**config.mk**
```make
export PLATFORM = sky130hd
export DESIGN_NAME = card_shoe_dealer
export DESIGN_NICKNAME = d
export VERILOG_FILES = /design/src/rtl/card_shoe_dealer.sv
export SDC_FILE = /design/constraint.sdc
export NUM_CORES = 1
export LEC_CHECK = 0
export ABC_AREA = 0
export CAP_MARGIN = 5
export CELL_PAD_IN_SITES_DETAIL_PLACEMENT = 1
export CELL_PAD_IN_SITES_GLOBAL_PLACEMENT = 2
export CORE_ASPECT_RATIO = 1.2
export CORE_MARGIN = 2
export CORE_UTILIZATION = 46
export CTS_CLUSTER_DIAMETER = 120
export CTS_CLUSTER_SIZE = 14
export DETAILED_ROUTE_END_ITERATION = 12
export HOLD_SLACK_MARGIN = 0.15
export MAX_ROUTING_LAYER = met4
export PLACE_DENSITY_LB_ADDON = 0.1
export SLEW_MARGIN = 20
export SYNTH_ARGS = -nofsm -noshare
export SYNTH_HDL_FRONTEND = slang
export SYNTH_SLANG_ARGS = --single-unit
```
**constraint.sdc**
```tcl
create_clock -name clock -period 10.95 [get_ports clock]
set_input_delay 2.19 -clock clock [delete_from_list [all_inputs] [get_ports clock]]
set_output_delay 2.19 -clock clock [all_outputs]
set_load 0.01 [all_outputs]
```
**src/rtl/card_shoe_dealer.sv**
```systemverilog
// 52-card shoe: identity fill, LFSR-driven Fisher-Yates shuffle, one card per accepted draw.
// Each dealt card carries its index plus rank/suit/blackjack value decode.
module card_shoe_dealer #(
    parameter logic [15:0] SEED           = 16'hACE1,
    parameter bit          SHUFFLE_EN     = 1'b1,
    parameter bit          AUTO_RESHUFFLE = 1'b1
) (
    input  logic       clock,
    input  logic       reset,
    input  logic       draw_req,
    input  logic       shuffle_req,
    output logic       ready,
    output logic       card_valid,
    output logic [5:0] card_idx,
    output logic [3:0] card_rank,
    output logic [1:0] card_suit,
    output logic [3:0] card_value,
    output logic [5:0] cards_left
);

    localparam logic [15:0] TAP_MASK  = 16'hB400;
    localparam logic [15:0] SEED_EFF  = (SEED == 16'h0000) ? 16'h0001 : SEED;
    localparam logic [5:0]  LAST_CARD = 6'd51;
    localparam logic [5:0]  DECK_SIZE = 6'd52;

    typedef enum logic [1:0] {
        ST_INIT    = 2'd0,
        ST_SHUFFLE = 2'd1,
        ST_READY   = 2'd2,
        ST_EMPTY   = 2'd3
    } state_t;

    function automatic logic [15:0] lfsr_step(input logic [15:0] v);
        logic [15:0] s;
        s = {1'b0, v[15:1]};
        if (v[0]) begin
            s = s ^ TAP_MASK;
        end else begin
            s = s;
        end
        return s;
    endfunction

    function automatic logic [1:0] suit_of(input logic [5:0] idx);
        logic [1:0] s;
        if (idx >= 6'd39)      s = 2'd3;
        else if (idx >= 6'd26) s = 2'd2;
        else if (idx >= 6'd13) s = 2'd1;
        else                   s = 2'd0;
        return s;
    endfunction

    // Rank is idx minus the suit base plus one, done as one subtract per suit band.
    function automatic logic [3:0] rank_of(input logic [5:0] idx);
        logic [5:0] r;
        if (idx >= 6'd39)      r = idx - 6'd38;
        else if (idx >= 6'd26) r = idx - 6'd25;
        else if (idx >= 6'd13) r = idx - 6'd12;
        else                   r = idx + 6'd1;
        return r[3:0];
    endfunction

    function automatic logic [3:0] value_of(input logic [3:0] rank);
        return (rank > 4'd10) ? 4'd10 : rank;
    endfunction

    state_t      state_r, state_next_s;
    logic [5:0]  deck_r [0:51];
    logic [15:0] lfsr_r;
    logic [5:0]  cnt_r, cnt_next_s;
    logic [5:0]  ptr_r, ptr_next_s;
    logic [5:0]  left_r, left_next_s;
    logic        ready_r, valid_r;
    logic [5:0]  card_idx_r;
    logic [3:0]  card_rank_r, card_value_r;
    logic [1:0]  card_suit_r;
    logic        accept_s, swap_s;
    logic [5:0]  j_s, top_card_s;

    assign j_s        = lfsr_r[5:0];
    assign top_card_s = deck_r[ptr_r];

    // Next-state, counter and pointer logic; cnt_r is the fill index in INIT and i in SHUFFLE
    always_comb begin
        state_next_s = state_r;
        cnt_next_s   = cnt_r;
        ptr_next_s   = ptr_r;
        left_next_s  = left_r;
        accept_s     = 1'b0;
        swap_s       = 1'b0;
        case (state_r)
            ST_INIT: begin
                // Always pass through SHUFFLE: it is what loads the full shoe count.
                if (cnt_r == LAST_CARD) begin
                    state_next_s = ST_SHUFFLE;
                    cnt_next_s   = LAST_CARD;
                end else begin
                    cnt_next_s = cnt_r + 6'd1;
                end
            end
            ST_SHUFFLE: begin
                if (!SHUFFLE_EN || cnt_r == 6'd0) begin
                    state_next_s = ST_READY;
                    ptr_next_s   = 6'd0;
                    left_next_s  = DECK_SIZE;
                end else if (j_s <= cnt_r) begin
                    swap_s     = 1'b1;
                    cnt_next_s = cnt_r - 6'd1;
                    if (cnt_r == 6'd1) begin
                        state_next_s = ST_READY;
                        ptr_next_s   = 6'd0;
                        left_next_s  = DECK_SIZE;
                    end else begin
                        state_next_s = ST_SHUFFLE;
                    end
                end else begin
                    cnt_next_s = cnt_r;
                end
            end
            ST_READY: begin
                if (ready_r && draw_req) begin
                    accept_s    = 1'b1;
                    left_next_s = left_r - 6'd1;
                    if (left_r == 6'd1) begin
                        ptr_next_s   = 6'd0;
                        state_next_s = AUTO_RESHUFFLE ? ST_SHUFFLE : ST_EMPTY;
                        cnt_next_s   = LAST_CARD;
                    end else begin
                        ptr_next_s = ptr_r + 6'd1;
                    end
                end else begin
                    accept_s = 1'b0;
                end
                // The draw above is still served; the shuffle starts on the same edge.
                if (shuffle_req) begin
                    state_next_s = ST_SHUFFLE;
                    cnt_next_s   = LAST_CARD;
                end else begin
                    cnt_next_s = cnt_next_s;
                end
            end
            ST_EMPTY: begin
                if (shuffle_req) begin
                    state_next_s = ST_SHUFFLE;
                    cnt_next_s   = LAST_CARD;
                end else begin
                    state_next_s = ST_EMPTY;
                end
            end
            default: begin
                state_next_s = ST_INIT;
                cnt_next_s   = 6'd0;
            end
        endcase
    end

    // Deck storage: identity fill during INIT, one swap per accepted shuffle candidate
    always_ff @(posedge clock) begin
        if (!reset && state_r == ST_INIT) begin
            deck_r[cnt_r] <= cnt_r;
        end else if (!reset && swap_s) begin
            deck_r[cnt_r] <= deck_r[j_s];
            deck_r[j_s]   <= deck_r[cnt_r];
        end
    end

    // Control state, LFSR and registered card outputs
    always_ff @(posedge clock) begin
        if (reset) begin
            state_r      <= ST_INIT;
            lfsr_r       <= SEED_EFF;
            cnt_r        <= 6'd0;
            ptr_r        <= 6'd0;
            left_r       <= 6'd0;
            ready_r      <= 1'b0;
            valid_r      <= 1'b0;
            card_idx_r   <= 6'd0;
            card_rank_r  <= 4'd0;
            card_suit_r  <= 2'd0;
            card_value_r <= 4'd0;
        end else begin
            state_r <= state_next_s;
            lfsr_r  <= lfsr_step(lfsr_r);
            cnt_r   <= cnt_next_s;
            ptr_r   <= ptr_next_s;
            left_r  <= left_next_s;
            ready_r <= (state_next_s == ST_READY) && (left_next_s != 6'd0);
            valid_r <= accept_s;
            if (accept_s) begin
                card_idx_r   <= top_card_s;
                card_rank_r  <= rank_of(top_card_s);
                card_suit_r  <= suit_of(top_card_s);
                card_value_r <= value_of(rank_of(top_card_s));
            end
        end
    end

    assign ready      = ready_r;
    assign card_valid = valid_r;
    assign card_idx   = card_idx_r;
    assign card_rank  = card_rank_r;
    assign card_suit  = card_suit_r;
    assign card_value = card_value_r;
    assign cards_left = left_r;

endmodule

```
After elaboration in Yosys (flattened, before gate mapping)
Memories as Yosys holds them, arrays and structs flattened. A register that Yosys moved wholly into a read port is not among the register bits.
Cells that the tools add are included.
{"block": "totals", "n_memories": 1, "out_inout_bits": 24, "romBits": 0, "inputBits": 4, "reg_bits": 54, "latchBits": 0, "elab_cells": 107, "mem_bits_rw": 312}
{"block": "classes", "magnitude_cmp": 5, "bitwise": 2, "eq_ne": 15, "n_shift": 0, "div": 0, "n_mul": 0, "mux": 54, "addsub": 8, "reduce_logical": 11}
{"memory": "deck_r", "depth": 52, "word_bits": 6, "rd": 3, "rd_ports_with_merged_regs": 3, "wr": 2, "line_no": "68", "text": "logic [5:0] deck_r [0:51];"}
{"cell": "two-way mux 6 bit", "n": 22}
{"cell": "two-way mux 4 bit", "n": 6}
{"cell": "case mux 6 bit (2 select lines)", "n": 2}
{"cell": "case mux 6 bit (4 select lines)", "n": 1}
{"cell": "two-way mux 2 bit", "n": 10}
{"cell": "two-way mux 16 bit", "n": 1}
{"cell": "adder 6 x 1 -> 6 bit (second input constant)", "n": 2}
{"cell": "== test 6 x 1 -> 1 bit (second input constant)", "n": 2}
{"cell": "!= test 3 bit (second input constant)", "n": 4}
{"cell": "subtractor 6 x 1 -> 6 bit (second input constant)", "n": 2}
{"cell": "two-way mux 1 bit", "n": 11}
{"cell": "!= test 2 bit (second input constant)", "n": 4}
{"cell": "case mux 2 bit (4 select lines)", "n": 1}
{"cell": "subtractor 4 bit (second input constant)", "n": 2}
{"cell": "== test 2 bit (second input constant)", "n": 3}
{"cell": "== test 6 bit (second input constant)", "n": 1}
{"cell": "greater-or-equal comparator 6 x 4 -> 1 bit (second input constant)", "n": 1}
{"cell": "greater-or-equal comparator 6 x 5 -> 1 bit (second input constant)", "n": 1}
{"cell": "greater-or-equal comparator 6 bit (second input constant)", "n": 1}
{"cell": "less-or-equal comparator 6 bit", "n": 1}
{"cell": "logical NOT 6 bit", "n": 1}
{"cell": "nonzero test 6 bit", "n": 1}
{"cell": "AND reduction 5 bit", "n": 1}
{"cell": "adder 4 x 1 -> 4 bit (second input constant)", "n": 1}
{"cell": "10 further kinds", "n": 13}

Longest topological paths before layout
Gate-level depths: netlist of the first run.
{"block": "depth", "word_depth": 9, "ltp_mapped": 22, "ltp_nobuf": 16}

Worst setup path after synthesis of the first run
No wires, ideal clock.
{"block": "synth_path", "kind": "register to register", "start": "register with a tool-made name", "end": "register card_value_r[2], in the netlist card_value[2]", "slack_ps": 6734, "stages_incl_launch_ff": 19, "setup_time_ps": 66, "t_arrival_ps": 4150, "period_less_slack_ps": 4216, "path_cell_list": "dfxtp_1 buf_6 buf_4 buf_2 buf_4 buf_2 mux4_2 a22oi_1 nand2_1 o31ai_1 a21oi_1 ha_1 o21a_1 or3b_1 o221ai_1 xnor2_1 mux2_2 or3b_1 a21oi_2"}
{"item": "end signal: assignment", "line_no": "193", "text": "card_value_r <= value_of(rank_of(top_card_s));"}
{"item": "end: declaration", "line_no": "75", "text": "logic [3:0] card_rank_r, card_value_r;"}

==> results of run 1 <==
worst max-delay path: cells and delay by family (launching register included):
kind            cells  cell delay (ns)
simple gates        2             0.28
buf+inv             3             1.70
xor+xnor            1             0.19
flops               1             0.75
compound gates      8             2.81
fa+ha+maj           1             0.30
cell usage after synthesis (6+ instances only):
cell,n
sky130_fd_sc_hd__a211oi_1,8
sky130_fd_sc_hd__a21oi_1,191
sky130_fd_sc_hd__a221oi_1,17
sky130_fd_sc_hd__a22o_1,17
sky130_fd_sc_hd__a22oi_1,127
sky130_fd_sc_hd__a31oi_1,11
sky130_fd_sc_hd__and3_1,10
sky130_fd_sc_hd__buf_1,23
sky130_fd_sc_hd__buf_2,15
sky130_fd_sc_hd__buf_4,8
sky130_fd_sc_hd__clkbuf_1,160
sky130_fd_sc_hd__dfxtp_1,66
sky130_fd_sc_hd__edfxtp_1,312
sky130_fd_sc_hd__ha_1,26
sky130_fd_sc_hd__inv_1,24
sky130_fd_sc_hd__mux2_2,17
sky130_fd_sc_hd__mux2i_1,49
sky130_fd_sc_hd__mux4_2,155
sky130_fd_sc_hd__nand2_1,291
sky130_fd_sc_hd__nand2b_1,8
sky130_fd_sc_hd__nand3_1,50
sky130_fd_sc_hd__nand4_1,53
sky130_fd_sc_hd__nor2_1,255
sky130_fd_sc_hd__nor2b_1,20
sky130_fd_sc_hd__nor3_1,25
sky130_fd_sc_hd__nor4_1,6
sky130_fd_sc_hd__o211ai_1,8
sky130_fd_sc_hd__o21a_1,7
sky130_fd_sc_hd__o21ai_0,258
sky130_fd_sc_hd__o21ai_1,8
sky130_fd_sc_hd__o22ai_1,6
sky130_fd_sc_hd__o31ai_1,7
sky130_fd_sc_hd__or2_2,15
sky130_fd_sc_hd__or3_1,6
sky130_fd_sc_hd__xnor2_1,6
kinds of logic after synthesis:
| logic type | after synthesis | share of synthesized area [%] |
|---|---|---|
| multiplexers | 225 | 17.9 |
| flip-flops | 378 | 44.8 |
| XOR/XNOR | 9 | 0.330 |
| buffers and inverters | 238 | 4.07 |
| AO/OA/AOI/OAI | 695 | 17.4 |
| adder cells (fa/ha/maj) | 26 | 1.36 |
| AND/OR/NAND/NOR | 763 | 14.1 |
metal layers:
metal | global-route usage [%] | wire, µm | vias up
met3 | 6.69 | 10800 | 353
met2 | 61.3 | 47800 | 1478
li1 | - | - | 8716
met4 | 22.4 | 7550 | 0
met1 | 48.9 | 37300 | 10700
met5 | - | 0 | -
cell type report:
class	instances	area share, %
inverters	28	0.410
clock buffers	56	3.39
flip-flops and latches	378	41.8
diodes	3	0.0293
well taps	697	3.40
multi-input cells	1718	48.3
repair buffers	77	2.65
worst max-delay path by stage:
stage,from,endpoint,slack [ns],cells past startpoint
after floorplan,register,card_value[2],6.73,18
after global placement,register,card_value[0],4.83,15
after detailed placement,register,card_value[0],4.79,15
after CTS,register,card_value[0],4.76,15
after global routing,register,card_value[0],4.48,15
final,register,card_value[0],4.72,15
power groups by stage:
stage | sequential [mW] | clock [mW] | combinational (mW)
global route | 1.86 | 1.13 | 2.74
finish | 1.86 | 1.09 | 2.62
floorplan | 1.77 | 0 | 1.63
global placement | 1.88 | 0 | 2.47
detailed placement | 1.89 | 0 | 2.54
CTS | 1.85 | 1.09 | 2.55
state kept, by name, summed over array words and instances, names as in the netlist, named ones only:
register,count
card_idx,6
card_rank,4
card_suit,2
card_valid,1
card_value,4
cards_left,6
cnt_r,6
deck_r,312
lfsr_r,16
ptr_r,6
ready,1
state_r,2
==> Flow_metrics.wiki, run 1 <==
{| class="wikitable"
! Metric !! Value
|-
| Run status || completed
|-
| Cell count of the worst hold path || 1
|-
| Upper clock frequency limit || 161 MHz
|-
| Final-layout worst hold slack || 0.419 ns
|-
| Power share of the clock group || 19.5%
|-
| Total grt overflow || 0
|-
| Final core utilization || 49.9%
|-
| Power Internal || 3.06 mW
|-
| Combined area of all synthesized cells || 23900 µm²
|-
| GRT Total Usage || 39.4%
|-
| Class of the tightest hold or removal check || reg -> reg
|-
| Relative contribution of combinational cells to total power || 47.1%
|-
| Total count of max-transition violations in the final report || 0
|-
| Worst Hold End || lfsr_r[11]
|-
| Post-route DRC || 0
|-
| Mean instance size in the synthesized netlist || 10.2 µm²
|-
| Setup slack of the worst register-to-register path || 4.72 ns
|-
| Die X-Extent || 212 µm
|-
| Number of enable-type register cells in the synthesized netlist || 312
|-
| Initial Util || 46.5%
|-
| Post-route total power || 5.56 mW
|-
| Number of distinct library cells after synthesis || 72
|-
| Antenna violations before repair || 4
|-
| Sequential share of power || 33.4%
|-
| Clock period minus worst slack || 6.23 ns
|-
| Die ar. || 53700 µm²
|-
| Multi-input gate area || 12400 µm²
|-
| Number of global-route vias before repair || 20500
|-
| Number of top-level pins || 28
|-
| Clk_lat worst skew || 0.63 ns
|-
| Final critical-path share of the clock period || 56.9%
|-
| Most used cell along the critical path || sky130_fd_sc_hd__o211ai_1
|-
| IR drop worst, VDD || 0.216 mV
|-
| Longest Clk Path Bufs || 3
|-
| Startpoint of the most critical hold path || lfsr_r[12]
|-
| Weighted congestion at the end of routability-driven global placement || 0.985
|-
| Net count after synthesis || 2364
|-
| Antenna violation net count after detailed routing || 0
|-
| Cell chain of the critical path || buf_4 > clkinv_1 > o211ai_1 > o211ai_1 > o211a_1 > a21oi_1 > inv_1 > ha_1 > o21a_1 > o31a_1 > nand2b_1 > o21ai_0 > xnor2_1 > nor3_1 > a32o_1
|-
| Final design instance area without fill || 25600 µm²
|-
| CTS tree || done
|-
| First-pass iteration count of the detailed router || 6
|-
| Worst EP arrival || 6.73 ns
|-
| Die outline height || 254 µm
|-
| Longest individual stage delay on the worst path || 0.75 ns
|-
| Largest fanout on the critical path || 44
|-
| Total wirelength of the detailed-routed design || 103000 µm
|-
| Number of gates given a new drive strength after cts || 0
|-
| Reported max-cap violation count || 0
|-
| Final setup margin || 4.72 ns
|-
| HPWL after detailed placement || 69500 µm
|-
| Placement Setup Slack || 4.79 ns
|-
| Switching component of the power || 2.50 mW
|-
| Floorplan row count || 91
|-
| Sum Neg Setup Slack || 0 ns
|-
| Layout-stage area growth over the synthesis result || 7.36%
|-
| Setup repair after global routing missed its margin || false
|-
| Dominant synthesized flop cell || sky130_fd_sc_hd__edfxtp_1
|-
| Data required time of the critical path || 11.45 ns
|-
| Leakage power of the design || 7.86 nW
|-
| Ys async rst share || 0%
|-
| Final Skew || 0.0240 ns
|-
| Total of hold buffers inserted after clock tree synthesis || 0
|-
| Switching fraction of total power || 45.0%
|-
| Pin count of the biggest net entering global routing || 53
|-
| Proportion of layout cells with a drive suffix above 1 || 13.4%
|-
| Number of DRC violations after detailed-routing iteration 0 || 2968
|-
| Post-CTS Setup Inserts || 0
|-
| Fillers || 5572
|-
| Post-detailed-placement cell area || 24700 µm²
|-
| Placed cells || 2896
|-
| Post-layout net count || 2263
|-
| Power per unit of standard cell area || 217 nW/µm²
|-
| Commonest cells after routing, fill and taps aside || 312 x sky130_fd_sc_hd__edfxtp_1, 291 x sky130_fd_sc_hd__nand2_1, 255 x sky130_fd_sc_hd__o21ai_0
|-
| Post-synthesis sequential area ratio || 44.8%
|-
| Num CTS Buffers || 30
|-
| Top-area cell type share of the netlist area || 39.2%
|-
| Routed length per instance || 34.9 µm
|-
| Clock transition at path regs || 0.08 ns
|-
| Kind of start point of the critical path || register
|-
| Critical-path top delay cell || sky130_fd_sc_hd__dfxtp_4
|-
| Final hold vios || 0
|-
| CP Capture Type || register
|-
| Post-synth top area cell || sky130_fd_sc_hd__edfxtp_1
|-
| Type of the setup path with the least slack || reg -> reg
|-
| Vias per std cell || 7.19
|-
| Top cells by area in the synthesized netlist || sky130_fd_sc_hd__edfxtp_1 39%, sky130_fd_sc_hd__mux4_2 15%, sky130_fd_sc_hd__dfxtp_1 5.5%
|-
| Warnings from Yosys || 0
|-
| Most frequent standard cell in the layout excluding fill and tap cells || sky130_fd_sc_hd__edfxtp_1
|-
| Total clock sinks || 378
|-
| Number of setup violations in the final report || 0
|-
| CTS root buffer || sky130_fd_sc_hd__clkbuf_16
|-
| Number of cells produced by synthesis || 2334
|-
| Wire length of the first global-routing pass || 148000 µm
|-
| Worst Reg-to-Reg Cells || 15
|-
| Count of port buffers added during placement || 27
|-
| Non-filler instance count after layout || 2957
|-
| Storage cell area || 10700 µm²
|-
| H-tree depth || 1
|-
| Number of vias in the routed layout || 21300
|-
| Worst-Margin Slew || 1.29 ns
|-
| Number of flip-flops and latches in the synthesized netlist || 378
|-
| Slew margin rel. || 13.7%
|-
| Reg2reg end || card_value[0]
|-
| CORE AREA || 51400 µm²
|}
No activity file was read; power rests on OpenSTA's default activity.
==> run 2: changes to the inputs <==
--- a/config.mk
+++ b/config.mk
@@ -11,7 +11,7 @@
 export CELL_PAD_IN_SITES_GLOBAL_PLACEMENT = 2
 export CORE_ASPECT_RATIO = 1.2
 export CORE_MARGIN = 2
-export CORE_UTILIZATION = 46
+export CORE_UTILIZATION = 43
 export CTS_CLUSTER_DIAMETER = 120
 export CTS_CLUSTER_SIZE = 14
 export DETAILED_ROUTE_END_ITERATION = 12
==> constraint.sdc (replaced) <==
create_clock -name clock -period 6.12 [get_ports clock]
set_input_delay 1.224 -clock clock [delete_from_list [all_inputs] [get_ports clock]]
set_output_delay 1.224 -clock clock [all_outputs]
set_load 0.01 [all_outputs]
==> run 2 against run 1 <==
  * Sequential cell count stayed put
  * Non-clock buffer count is 33 higher
  * Clock-buffer cell count stayed put
  * Wire length is 7.2% higher
  * Total power is 84% higher
  * Global-route usage is 0.61 points higher
  * Clock skew is 0.0068 ns lower
  * Combinational power is 86% higher
  * Maximum frequency is 19% higher
  * Critical path type unchanged
  * Critical endpoint is now deck_r[2][3]
  * Largest cell class unchanged
  * Largest power group unchanged
==> Flow_metrics.wiki, run 2 (synthesis gave the netlist of run 1 again) <==
{| class="wikitable"
! Metric !! Value
|-
| Worst EP arrival || 5.47 ns (was 6.73 ns)
|-
| CTS root buffer || sky130_fd_sc_hd__clkbuf_16 (unchanged)
|-
| Post-CTS Setup Inserts || 0 (unchanged)
|-
| Total clock sinks || 378 (unchanged)
|-
| Number of flip-flops in the largest register || 312 (unchanged)
|-
| CP Capture Type || register (unchanged)
|-
| Vias per std cell || 7.10 (was 7.19)
|-
| Number of gates given a new drive strength after cts || 0 (unchanged)
|-
| Run status || completed (unchanged)
|-
| Pin count of the biggest net entering global routing || 56 (was 53)
|-
| Number of top-level pins || 28 (unchanged)
|-
| Setup slack of the worst register-to-register path || 0.90 ns (was 4.72 ns)
|-
| Post-layout net count || 2296 (was 2263)
|-
| Weighted congestion at the end of routability-driven global placement || 0.989 (was 0.985)
|-
| Final-layout worst hold slack || 0.415 ns (was 0.419 ns)
|-
| Leakage power of the design || 8.04 nW (was 7.86 nW)
|-
| Final hold vios || 0 (unchanged)
|-
| Die outline height || 262 µm (was 254 µm)
|-
| Worst Reg-to-Reg Cells || 12 (was 15)
|-
| Clock transition at path regs || 0.08 ns (about the same)
|-
| Number of DRC violations after detailed-routing iteration 0 || 2845 (was 2968)
|-
| Beginning of the worst register-to-register path || cnt_r[1]
|-
| Startpoint of the most critical hold path || lfsr_r[8] (was lfsr_r[12])
|-
| Final Skew || 0.0172 ns (was 0.0240 ns)
|-
| Total count of max-transition violations in the final report || 0 (unchanged)
|-
| Most frequent standard cell in the layout excluding fill and tap cells || sky130_fd_sc_hd__edfxtp_1 (unchanged)
|-
| Total wirelength of the detailed-routed design || 111000 µm (was 103000 µm)
|-
| Clock period minus worst slack || 5.22 ns (was 6.23 ns)
|-
| Num CTS Buffers || 30 (unchanged)
|-
| CORE AREA || 54800 µm² (was 51400 µm²)
|-
| HPWL after detailed placement || 76900 µm (was 69500 µm)
|-
| GRT Total Usage || 40.0% (was 39.4%)
|-
| Data required time of the critical path || 6.37 ns (was 11.45 ns)
|-
| Antenna violations before repair || 3 (was 4)
|-
| Clk_lat worst skew || 0.63 ns (about the same)
|-
| Number of setup violations in the final report || 0 (unchanged)
|-
| Number of global-route vias before repair || 21200 (was 20500)
|-
| Number of vias in the routed layout || 21400 (was 21300)
|-
| Wire length of the first global-routing pass || 158000 µm (was 148000 µm)
|-
| CTS tree || done (unchanged)
|-
| Total grt overflow || 0 (unchanged)
|-
| Register name with the most flops || deck_r (unchanged)
|-
| IR drop worst, VDD || 0.345 mV (was 0.216 mV)
|-
| Count of port buffers added during placement || 27 (unchanged)
|-
| Die ar. || 57400 µm² (was 53700 µm²)
|-
| Antenna violation net count after detailed routing || 0 (unchanged)
|-
| Reported max-cap violation count || 0 (unchanged)
|-
| Class of the tightest hold or removal check || reg -> reg (unchanged)
|-
| Worst Hold End || lfsr_r[7] (was lfsr_r[11])
|-
| Biggest regs || deck_r x312, lfsr_r x16 (unchanged)
|-
| Type of the setup path with the least slack || reg -> reg (unchanged)
|-
| Slew margin rel. || 10.4% (was 13.7%)
|-
| Largest fanout on the critical path || 13 (was 44)
|-
| Sum Neg Setup Slack || 0 ns (unchanged)
|-
| Setup repair after global routing missed its margin || false (unchanged)
|-
| Total of hold buffers inserted after clock tree synthesis || 0 (unchanged)
|-
| Floorplan row count || 94 (was 91)
|-
| Longest Clk Path Bufs || 3 (unchanged)
|-
| Final critical-path share of the clock period || 85.3% (was 56.9%)
|-
| Initial Util || 43.6% (was 46.5%)
|-
| Commonest cells after routing, fill and taps aside || 312 x sky130_fd_sc_hd__edfxtp_1, 291 x sky130_fd_sc_hd__nand2_1, 257 x sky130_fd_sc_hd__o21ai_0 (was 312 x sky130_fd_sc_hd__edfxtp_1, 291 x sky130_fd_sc_hd__nand2_1, 255 x sky130_fd_sc_hd__o21ai_0)
|-
| H-tree depth || 1 (unchanged)
|-
| First-pass iteration count of the detailed router || 5 (was 6)
|-
| Layout-stage area growth over the synthesis result || 8.71% (was 7.36%)
|-
| Upper clock frequency limit || 191 MHz (was 161 MHz)
|-
| Kind of start point of the critical path || register (unchanged)
|-
| Cell count of the worst hold path || 1 (unchanged)
|-
| Power per unit of standard cell area || 393 nW/µm² (was 217 nW/µm²)
|-
| Proportion of layout cells with a drive suffix above 1 || 14.6% (was 13.4%)
|-
| Die X-Extent || 219 µm (was 212 µm)
|-
| Final core utilization || 47.3% (was 49.9%)
|-
| Worst-Margin Slew || 1.34 ns (was 1.29 ns)
|-
| Routed length per instance || 36.8 µm (was 34.9 µm)
|-
| Post-route DRC || 0 (unchanged)
|-
| Reg2reg end || deck_r[2][3] (was card_value[0])
|}
-- run 2: changes by cell type in the layout (fill, tap and decap cells not counted), moves of 2 or more --
cell	before	now
sky130_fd_sc_hd__buf_12	0	6
sky130_fd_sc_hd__buf_4	47	76
sky130_fd_sc_hd__o21ai_0	255	257
sky130_fd_sc_hd__o21ai_1	2	0
-- run 2: layout make-up --
cell class,instances,area [µm²]
fill,6014,28900
multi-input combinational,1718,12400
sequential,378,10700
timing repair buffer,110,983
tap,720,901
clock buffer,56,870
inverter,28,105
antenna,4,10.0
-- run 2: metrics by stage --
step                      setup WS (ns)  area (µm²)  cells  total power, mW
after floorplan                    1.90       23900   2334             6.08
after global placement             1.18       25000   2953             8.06
after detailed placement           1.12       25100   2954             8.20
after CTS                          1.06       25900   3010             10.1
after global routing              0.682       26000   3014             10.5
final                             0.898       26000   3014             10.2
-- run 2: critical path, stage by stage, from the launching register on --
cell and delay, ns:
sky130_fd_sc_hd__dfxtp_1 0.59, sky130_fd_sc_hd__inv_1 0.19, sky130_fd_sc_hd__ha_1 0.32, sky130_fd_sc_hd__nor2b_1 0.13, sky130_fd_sc_hd__o21a_1 0.16, sky130_fd_sc_hd__o21a_1 0.17
sky130_fd_sc_hd__o21a_1 0.17, sky130_fd_sc_hd__o21a_1 0.17, sky130_fd_sc_hd__o22ai_1 0.37, sky130_fd_sc_hd__a31oi_1 0.19, sky130_fd_sc_hd__nor3_1 0.34, sky130_fd_sc_hd__nand3_1 0.90
sky130_fd_sc_hd__o21ai_0 1.12
-- run 2: where the power goes --
group / total [mW] / internal [mW] / switching (mW)
Combinational: 4.88 / 1.55 / 3.33
Sequential: 3.41 / 3.07 / 0.342
Clock: 1.93 / 0.946 / 0.980
Total: 10.2 / 5.56 / 4.65
-- run 2: how the worst max path moves through the flow --
stage | from | end | slack, ns
2_1_floorplan | register | card_value[2] | 1.90
3_3_place_gp | register | card_value[2] | 1.18
3_5_place_dp | register | card_value[2] | 1.12
4_1_cts | register | card_value[2] | 1.06
5_1_grt | cnt_r[1] | deck_r[2][4] | 0.68
6_report | cnt_r[1] | deck_r[2][3] | 0.90
-- run 2: layer usage --
metal	global-route usage, %	part of all wire (%)
met1	49.8	37
met2	60.0	45
met3	7.85	10
met4	25.4	7.8
met5	-	0
==> run 3: changes to the inputs <==
--- a/config.mk
+++ b/config.mk
@@ -12,7 +12,6 @@
 export CORE_ASPECT_RATIO = 1.2
 export CORE_MARGIN = 2
 export CORE_UTILIZATION = 43
-export CTS_CLUSTER_DIAMETER = 120
 export CTS_CLUSTER_SIZE = 14
 export DETAILED_ROUTE_END_ITERATION = 12
 export HOLD_SLACK_MARGIN = 0.15
==> constraint.sdc (replaced) <==
create_clock -name clock -period 6.12 [get_ports clock]
set_input_delay 0.918 -clock clock [delete_from_list [all_inputs] [get_ports clock]]
set_output_delay 0.918 -clock clock [all_outputs]
set_load 0.01 [all_outputs]
==> run 3 against run 2 <==
  * Setup slack gained 0.035 ns
  * Global-route usage barely moved
  * Non-clock buffer count is 1 lower
  * Clock power increased by 33%
  * Sequential share of layout area down 0.75 points
  * Via count down 0.28%
  * Clock-buffer cell count decreased by 7
  * Hold slack got worse by 0.00052 ns
  * Wire length hardly changed
  * Die area unchanged
  * Critical path type unchanged
  * Largest power group unchanged
  * Highest routed layer unchanged
==> Flow_metrics.wiki, run 3 (synthesis gave the netlist of run 1 again) <==
{| class="wikitable"
! Metric !! Value
|-
| Run status || completed (unchanged)
|-
| Clk_lat worst skew || 0.60 ns (was 0.63 ns)
|-
| Final Skew || 0.0246 ns (was 0.0172 ns)
|-
| Reported max-cap violation count || 0 (unchanged)
|-
| Class of the tightest hold or removal check || reg -> reg (unchanged)
|-
| Sum Neg Setup Slack || 0 ns (unchanged)
|-
| Leakage power of the design || 8.29 nW (was 8.04 nW)
|-
| Power per unit of standard cell area || 410 nW/µm² (was 393 nW/µm²)
|-
| Antenna violation net count after detailed routing || 0 (unchanged)
|-
| Layout-stage area growth over the synthesis result || 10.7% (was 8.71%)
|-
| Number of top-level pins || 28 (unchanged)
|-
| Upper clock frequency limit || 193 MHz (was 191 MHz)
|-
| Worst EP arrival || 5.39 ns (was 5.47 ns)
|-
| Number of global-route vias before repair || 21000 (was 21200)
|-
| IR drop worst, VDD || 0.348 mV (was 0.345 mV)
|-
| Clock period minus worst slack || 5.19 ns (was 5.22 ns)
|-
| H-tree depth || 2 (was 1)
|-
| Final hold vios || 0 (unchanged)
|-
| Post-detailed-placement cell area || 25100 µm² (about the same)
|-
| Register name with the most flops || deck_r (unchanged)
|-
| Worst-Margin Slew || 1.22 ns (was 1.34 ns)
|-
| Total wirelength of the detailed-routed design || 111000 µm (about the same)
|-
| Multi-input gate area || 12400 µm² (unchanged)
|-
| Number of DRC violations after detailed-routing iteration 0 || 2806 (was 2845)
|-
| First-pass iteration count of the detailed router || 6 (was 5)
|-
| CP Capture Type || register (unchanged)
|-
| Initial Util || 43.6% (unchanged)
|-
| Type of the setup path with the least slack || reg -> reg (unchanged)
|-
| Data required time of the critical path || 6.33 ns (was 6.37 ns)
|-
| Longest Clk Path Bufs || 3 (unchanged)
|-
| Slew margin rel. || 18.6% (was 10.4%)
|-
| GRT Total Usage || 40.0% (about the same)
|-
| Total grt overflow || 0 (unchanged)
|-
| Number of vias in the routed layout || 21400 (about the same)
|-
| Post-route total power || 10.8 mW (was 10.2 mW)
|-
| Pin count of the biggest net entering global routing || 56 (unchanged)
|-
| HPWL after detailed placement || 76900 µm (about the same)
|-
| Most frequent standard cell in the layout excluding fill and tap cells || sky130_fd_sc_hd__edfxtp_1 (unchanged)
|-
| Floorplan row count || 94 (unchanged)
|-
| Vias per std cell || 7.04 (was 7.10)
|-
| Routed length per instance || 36.5 µm (was 36.8 µm)
|-
| Post-route DRC || 0 (unchanged)
|-
| Number of flip-flops in the largest register || 312 (unchanged)
|-
| Commonest cells after routing, fill and taps aside || 312 x sky130_fd_sc_hd__edfxtp_1, 291 x sky130_fd_sc_hd__nand2_1, 257 x sky130_fd_sc_hd__o21ai_0 (unchanged)
|-
| Die outline height || 262 µm (unchanged)
|-
| Total clock sinks || 378 (unchanged)
|-
| Largest fanout on the critical path || 13 (unchanged)
|-
| Setup repair after global routing missed its margin || false (unchanged)
|-
| Fillers || 5947 (was 6014)
|-
| Weighted congestion at the end of routability-driven global placement || 0.989 (about the same)
|-
| Die ar. || 57400 µm² (unchanged)
|-
| Final setup margin || 0.933 ns (was 0.898 ns)
|-
| CORE AREA || 54800 µm² (unchanged)
|-
| Count of port buffers added during placement || 27 (unchanged)
|-
| Storage cell area || 10700 µm² (unchanged)
|-
| Total of hold buffers inserted after clock tree synthesis || 0 (unchanged)
|-
| Antenna violations before repair || 3 (unchanged)
|-
| Num CTS Buffers || 40 (was 30)
|-
| Final design instance area without fill || 26400 µm² (was 26000 µm²)
|-
| Proportion of layout cells with a drive suffix above 1 || 15.9% (was 14.6%)
|-
| Kind of start point of the critical path || register (unchanged)
|-
| CTS tree || done (unchanged)
|-
| Number of setup violations in the final report || 0 (unchanged)
|-
| Die X-Extent || 219 µm (unchanged)
|-
| Wire length of the first global-routing pass || 157000 µm (was 158000 µm)
|-
| Final critical-path share of the clock period || 84.8% (was 85.3%)
|-
| Biggest regs || deck_r x312, lfsr_r x16 (unchanged)
|-
| Post-layout net count || 2305 (was 2296)
|-
| Clock transition at path regs || 0.07 ns (was 0.08 ns)
|-
| Total count of max-transition violations in the final report || 0 (unchanged)
|-
| Number of gates given a new drive strength after cts || 0 (unchanged)
|-
| CTS root buffer || sky130_fd_sc_hd__clkbuf_16 (unchanged)
|-
| Post-CTS Setup Inserts || 0 (unchanged)
|-
| Placement Setup Slack || 1.11 ns (was 1.12 ns)
|}
==> run 3: stage by stage <==
stage          util (%)  instances  hold WS [ns]
2_1_floorplan         -       2334         0.389
3_3_place_gp       45.7       2952         0.401
3_5_place_dp       45.7       2953         0.402
4_1_cts            48.2       3026         0.417
5_1_grt            48.2       3030         0.422
6_report           48.2       3032         0.415
==> run 3: power by group <==
| part | internal [mW] | leakage [nW] | switching (mW) |
|---|---|---|---|
| Sequential | 3.07 | 3.38 | 0.336 |
| Combinational | 1.55 | 4.25 | 3.30 |
| Clock | 1.47 | 0.664 | 1.10 |
==> run 3: final timing paths <==
| check | from | end | slack, ns | cells after the start |
|---|---|---|---|---|
| max | cnt_r[1] | deck_r[2][4] | 0.93 | 12 |
| min reg2reg | lfsr_r[8] | lfsr_r[7] | 0.41 | 1 |
| max reg2reg | cnt_r[1] | deck_r[2][4] | 0.93 | 12 |
| min | lfsr_r[8] | lfsr_r[7] | 0.41 | 1 |
==> run 3: layout make-up <==
| cell class | instances | share of cell area, % |
|---|---|---|
| Multi-Input combinational cell | 1718 | 46.8 |
| Tap cell | 720 | 3.41 |
| Antenna cell | 6 | 0.0568 |
| Clock inverter | 24 | 0.895 |
| Timing Repair Buffer | 109 | 3.69 |
| Sequential cell | 378 | 40.5 |
| Clock buffer | 49 | 4.23 |
| Inverter | 28 | 0.398 |
==> run 3: worst max-delay path, stage by stage, from the launching register on <==
cell and delay, ns:
sky130_fd_sc_hd__dfxtp_1 0.58, sky130_fd_sc_hd__inv_1 0.19, sky130_fd_sc_hd__ha_1 0.33, sky130_fd_sc_hd__nor2b_1 0.14
sky130_fd_sc_hd__o21a_1 0.16, sky130_fd_sc_hd__o21a_1 0.17, sky130_fd_sc_hd__o21a_1 0.17, sky130_fd_sc_hd__o21a_1 0.16
sky130_fd_sc_hd__o22ai_1 0.37, sky130_fd_sc_hd__a31oi_1 0.19, sky130_fd_sc_hd__nor3_1 0.35, sky130_fd_sc_hd__nand3_1 0.90
sky130_fd_sc_hd__o21ai_0 1.10
==> run 3: layer usage <==
| layer | track usage [%] | vias to the layer above | wire length (µm) |
|---|---|---|---|
| li1 | - | 8812 | - |
| met1 | 49.2 | 10800 | 41200 |
| met2 | 60.3 | 1378 | 50100 |
| met3 | 8.26 | 400 | 10900 |
| met4 | 25.3 | 0 | 8490 |
| met5 | - | - | 0 |
